### config.mk
export PLATFORM = sky130hd
export DESIGN_NAME = interrupt_sequencer
export DESIGN_NICKNAME = d
export VERILOG_FILES = /design/src/rtl/interrupt_sequencer.sv
export SDC_FILE = /design/constraint.sdc
export NUM_CORES = 1
export LEC_CHECK = 0
export CORE_ASPECT_RATIO = 1.25
export CORE_MARGIN = 5
export CORE_UTILIZATION = 43
export CTS_CLUSTER_DIAMETER = 40
export DETAILED_ROUTE_END_ITERATION = 16
export PLACE_DENSITY = 0.86
export SYNTH_ARGS = -nofsm -noshare
export SYNTH_HDL_FRONTEND = slang
export SYNTH_SLANG_ARGS = --single-unit
### constraint.sdc
create_clock -name clk -period 4.4 [get_ports clk]
set_clock_uncertainty 0.15 [all_clocks]
set_input_delay 0.88 -clock clk [delete_from_list [all_inputs] [get_ports clk]]
set_output_delay 0.88 -clock clk [all_outputs]
set_load 0.05 [all_outputs]
### src/rtl/interrupt_sequencer.sv
// interrupt_sequencer
// Latches an external interrupt request (rising edge), waits for control
// transfers to settle, freezes fetch and drains the pipeline with NOPs,
// steps the memory stage through a three-word push (PC low, PC high, CCR)
// and finally redirects the PC to VECTOR_ADDR with a one-cycle acknowledge.
// Optional build macro INT_MASK_EN adds an int_mask input that holds a
// pending request in IDLE while asserted.
module interrupt_sequencer #(
    parameter logic [31:0] VECTOR_ADDR  = 32'h0000_0000,
    parameter int          DRAIN_CYCLES = 3
) (
    input  logic        clk,
    input  logic        reset,
    input  logic        int_req,
`ifdef INT_MASK_EN
    input  logic        int_mask,
`endif
    input  logic [31:0] pc_current,
    input  logic [2:0]  ccr_in,
    input  logic        flush_busy,
    input  logic        call_active,
    output logic        fetch_stall,
    output logic        inject_nop,
    output logic        int_signal,
    output logic [1:0]  int_counter,
    output logic        push_pc,
    output logic        push_ccr,
    output logic [31:0] saved_pc,
    output logic [2:0]  saved_ccr,
    output logic        pc_load,
    output logic [31:0] pc_load_value,
    output logic        int_ack,
    output logic        int_pending
);

    typedef enum logic [1:0] {
        IDLE  = 2'd0,
        DRAIN = 2'd1,
        PUSH  = 2'd2,
        JUMP  = 2'd3
    } state_t;

    // Last value of the drain counter before moving on to the push sequence.
    localparam logic [2:0] DRAIN_LAST = 3'(DRAIN_CYCLES - 1);

    state_t     state;
    logic [2:0] drain_cnt;
    logic       int_req_q;
    logic       pending;
    logic       req_rise;
    logic       masked;
    logic       start;

`ifdef INT_MASK_EN
    assign masked = int_mask;
`else
    assign masked = 1'b0;
`endif

    assign req_rise    = int_req & ~int_req_q;
    // Leaving IDLE uses the registered pending bit, so the edge that sets
    // pending can never start service in the same cycle.
    assign start       = (state == IDLE) & pending & ~flush_busy & ~call_active & ~masked;
    assign int_pending = pending;

    // Edge detector and pending latch; a fresh edge wins over the clear.
    always_ff @(posedge clk or posedge reset) begin
        if (reset) begin
            int_req_q <= 1'b1;
            pending   <= 1'b0;
        end else begin
            int_req_q <= int_req;
            pending   <= req_rise | (pending & ~start);
        end
    end

    // Service FSM with registered (Moore) outputs computed for the next state.
    always_ff @(posedge clk or posedge reset) begin
        if (reset) begin
            state         <= IDLE;
            drain_cnt     <= 3'd0;
            fetch_stall   <= 1'b0;
            inject_nop    <= 1'b0;
            int_signal    <= 1'b0;
            int_counter   <= 2'd0;
            push_pc       <= 1'b0;
            push_ccr      <= 1'b0;
            saved_pc      <= 32'h0;
            saved_ccr     <= 3'd0;
            pc_load       <= 1'b0;
            pc_load_value <= 32'h0;
            int_ack       <= 1'b0;
        end else begin
            pc_load       <= 1'b0;
            pc_load_value <= 32'h0;
            int_ack       <= 1'b0;
            case (state)
                IDLE: begin
                    if (start) begin
                        state       <= DRAIN;
                        saved_pc    <= pc_current;
                        drain_cnt   <= 3'd0;
                        fetch_stall <= 1'b1;
                        inject_nop  <= 1'b1;
                    end
                end
                DRAIN: begin
                    if (drain_cnt == DRAIN_LAST) begin
                        state       <= PUSH;
                        saved_ccr   <= ccr_in;
                        int_counter <= 2'd0;
                        int_signal  <= 1'b1;
                        push_pc     <= 1'b1;
                        push_ccr    <= 1'b0;
                    end else begin
                        drain_cnt <= drain_cnt + 3'd1;
                    end
                end
                PUSH: begin
                    if (int_counter == 2'd2) begin
                        state         <= JUMP;
                        fetch_stall   <= 1'b0;
                        inject_nop    <= 1'b0;
                        int_signal    <= 1'b0;
                        int_counter   <= 2'd0;
                        push_pc       <= 1'b0;
                        push_ccr      <= 1'b0;
                        pc_load       <= 1'b1;
                        pc_load_value <= VECTOR_ADDR;
                        int_ack       <= 1'b1;
                    end else begin
                        int_counter <= int_counter + 2'd1;
                        push_pc     <= (int_counter == 2'd0);
                        push_ccr    <= (int_counter == 2'd1);
                    end
                end
                JUMP: begin
                    state <= IDLE;
                end
                default: begin
                    state <= IDLE;
                end
            endcase
        end
    end

endmodule

==> impl_metrics.tcl <==
set metrics [dict create \
    status "finished, final reports clean" \
    nets 370 \
    cts_tree "yes" \
    setup_viol_count_final 0 \
    track_usage 0.152 \
    synthDistinctLibCells 28 \
    die_area_um2 6830 \
    min_period_ps 2900 \
    grt_setup_unrepaired "false" \
    cts_setup_buffers 0 \
    fill_cells 428 \
    post_cts_resized 0 \
    final_cell_area_um2 3150 \
    worstPathRequired_ps 4420 \
    hold_buffers 0 \
    gp_congestion 0.703 \
    grt_pass1_vias 1866 \
    clk_latency_ps 290 \
    pin_count 117 \
    die_x_um 74.9 \
    cts_sinks 48 \
    die_h_um 91.2 \
    crit_arrival_ps 2920 \
    p_per_area_nw_per_um2 833 \
    dr_total_vias 1786 \
    syn_to_final_growth_pct 38.8 \
    drc 0 \
    tightestPinTransition_ps 1180 \
    holdCritPathClass "reg -> reg" \
    ir_worst_vdd_v 0.000493 \
    finalCritPeriodShare 0.660 \
    postSynthCellCount 247 \
    vias_per_cell 4.60 \
    timing.final.ws_setup_ps 1500 \
    drive_above_1_share 0.0521 \
    yosysSeqAreaShare 0.530 \
    placed_area_um2 3020 \
    grt_pass1_wl_mm 8.20 \
    core.rowCount 29 \
    final_core_util 0.615 \
    finalSetupTns_ps 0 \
    h-tree-depth 2 \
    crit_path_end_kind "flip-flop" \
    core_um2 5120 \
    grt_max_degree 49 \
    syn_area_um2 2270 \
    clk_pin_slew_worst_paths_ps 90 \
    wl_per_cell_um 13.1 \
    clk_path_buf_depth 2 \
    start_util 0.443 \
    gr-total-overflow 0 \
    yosysWarnings 0 \
    ant_nets 0 \
    cts-root-buf "clkbuf_8" \
    synth_area_per_cell_um2 9.18 \
    place_ws_ps 1190 \
    diodes 0 \
    detail_route.first_pass.iterations 4 \
    antenna_found_initial 0 \
    hpwlAfterDp_mm 3.95 \
    cts_buffers 5 \
    worst-path-max-fanout 35 \
    relSlewSlack 0.212 \
    cellLeakagePower_nw 1.55 \
    start_kind "input pin" \
    drv_cap 0 \
    slew_viol_final 0 \
    fin_total_pwr_w 0.00262 \
    first_iter_violations 82 \
    port_buffers 84 \
    wl_mm 5.10 \
    final_hold_viol_count 0 \
    path_class "in -> reg" \
    timing.fmax_mhz 344 \
    ys_ff_latch 48 \
]
path summary, 6_finish.rpt:
| check | from | to | slack, ps | cells after the start |
|---|---|---|---|---|
| min in group asynchronous | reset | saved_pc[3] | 970 | 2 |
| worst min-delay path | saved_pc[18] | saved_pc[18] | 330 | 2 |
| worst min register to register | saved_pc[18] | saved_pc[18] | 330 | 2 |
| worst max-delay path | flush_busy | drain_cnt[1] | 1500 | 4 |
| worst max register to register | state[0] | drain_cnt[1] | 1810 | 5 |
| max in group asynchronous | reset | saved_pc[21] | 2520 | 2 |
Yosys cell counts:
cell	instances	area (um^2)
a211oi_1	1	7.51
a21oi_1	4	20.0
a222oi_1	1	10.0
a2bb2oi_1	1	8.76
a32o_1	2	20.0
and3b_1	1	8.76
buf_2	3	15.0
buf_4	35	263
clkbuf_1	7	26.3
conb_1	1	3.75
dfrtp_1	47	1180
dfstp_2	1	26.3
ha_1	5	62.6
inv_1	11	41.3
mux2_2	5	56.3
mux2i_1	1	10.0
nand2_1	99	372
nand2b_1	3	18.8
nand3_1	1	5.00
nor2_1	4	15.0
nor2b_1	1	6.26
nor3b_1	1	7.51
nor4bb_1	2	20.0
o211ai_1	2	15.0
o21ai_0	4	20.0
o22ai_1	2	12.5
or3b_1	1	8.76
or4bb_1	1	11.3
per-layer routing:
metal | routed length, um | GRT usage
met1 | 1900 | 0.167
met2 | 2620 | 0.273
met3 | 552 | 0.0530
met4 | 25 | 0.0312
met5 | 0 | 0
critical path: stages:
cell and delay [ps]:
clkdlybuf4s50_1 480, or4bb_1 1060, a21oi_1 390, o22ai_1 110
layout by cell type, fill, tap and decap left out, drive strengths merged:
master | Yosys | layout
a211oi | 1 | 1
a21oi | 4 | 4
a222oi | 1 | 1
a2bb2oi | 1 | 1
a32o | 2 | 2
and3b | 1 | 1
buf | 38 | 1
bufinv | 0 | 1
clkbuf | 7 | 7
clkdlybuf4s50 | 0 | 84
conb | 1 | 32
dfrtp | 47 | 47
dfstp | 1 | 1
ha | 5 | 5
inv | 11 | 11
mux2 | 5 | 5
mux2i | 1 | 1
nand2 | 99 | 99
nand2b | 3 | 3
nand3 | 1 | 1
nor2 | 4 | 4
nor2b | 1 | 1
nor3b | 1 | 1
nor4bb | 2 | 2
o211ai | 2 | 2
o21ai | 4 | 4
o22ai | 2 | 2
or3b | 1 | 1
or4bb | 1 | 1
report_power, final:
part	total, W	internal (W)	switching, W
logic	0.00153	0.000506	0.00103
registers	0.000751	0.000637	0.000115
clock network	0.000339	0.000200	0.000138
total	0.00262	0.00134	0.00128
through the flow:
| step | std cells | hold WS (ps) |
|---|---|---|
| final | 388 | 329 |
| after detailed placement | 380 | 312 |
| after global routing | 388 | 355 |
| after global placement | 380 | 308 |
| after CTS | 388 | 332 |
| after floorplan | 278 | 339 |
area by class of cell:
cell class / instances / area [um^2] / area share
repair buffers: 85 / 848 / 0.270
clock inverters: 1 / 30.0 / 0.00954
multi-input cells: 174 / 851 / 0.270
inverters: 11 / 41.3 / 0.0131
flip-flops and latches: 48 / 1200 / 0.382
well taps: 62 / 77.6 / 0.0247
clock buffers: 7 / 96.3 / 0.0306
logic make-up after synthesis:
group | count (synthesis) | synth area share
and+or+nand+nor | 114 | 0.209
buffers and inverters | 56 | 0.152
DFF | 48 | 0.530
AOI/OAI and AO/OA | 17 | 0.0502
muxes | 6 | 0.0292
adders and majority gates | 5 | 0.0276
other | 1 | 0.00165
sequential cells by signal, summed over array words and instances (netlist names), 2 cells and up:
signal     count
saved_pc      32
state          2
saved_ccr      3
drain_cnt      3
No activity file was read; power rests on OpenSTA's default activity.
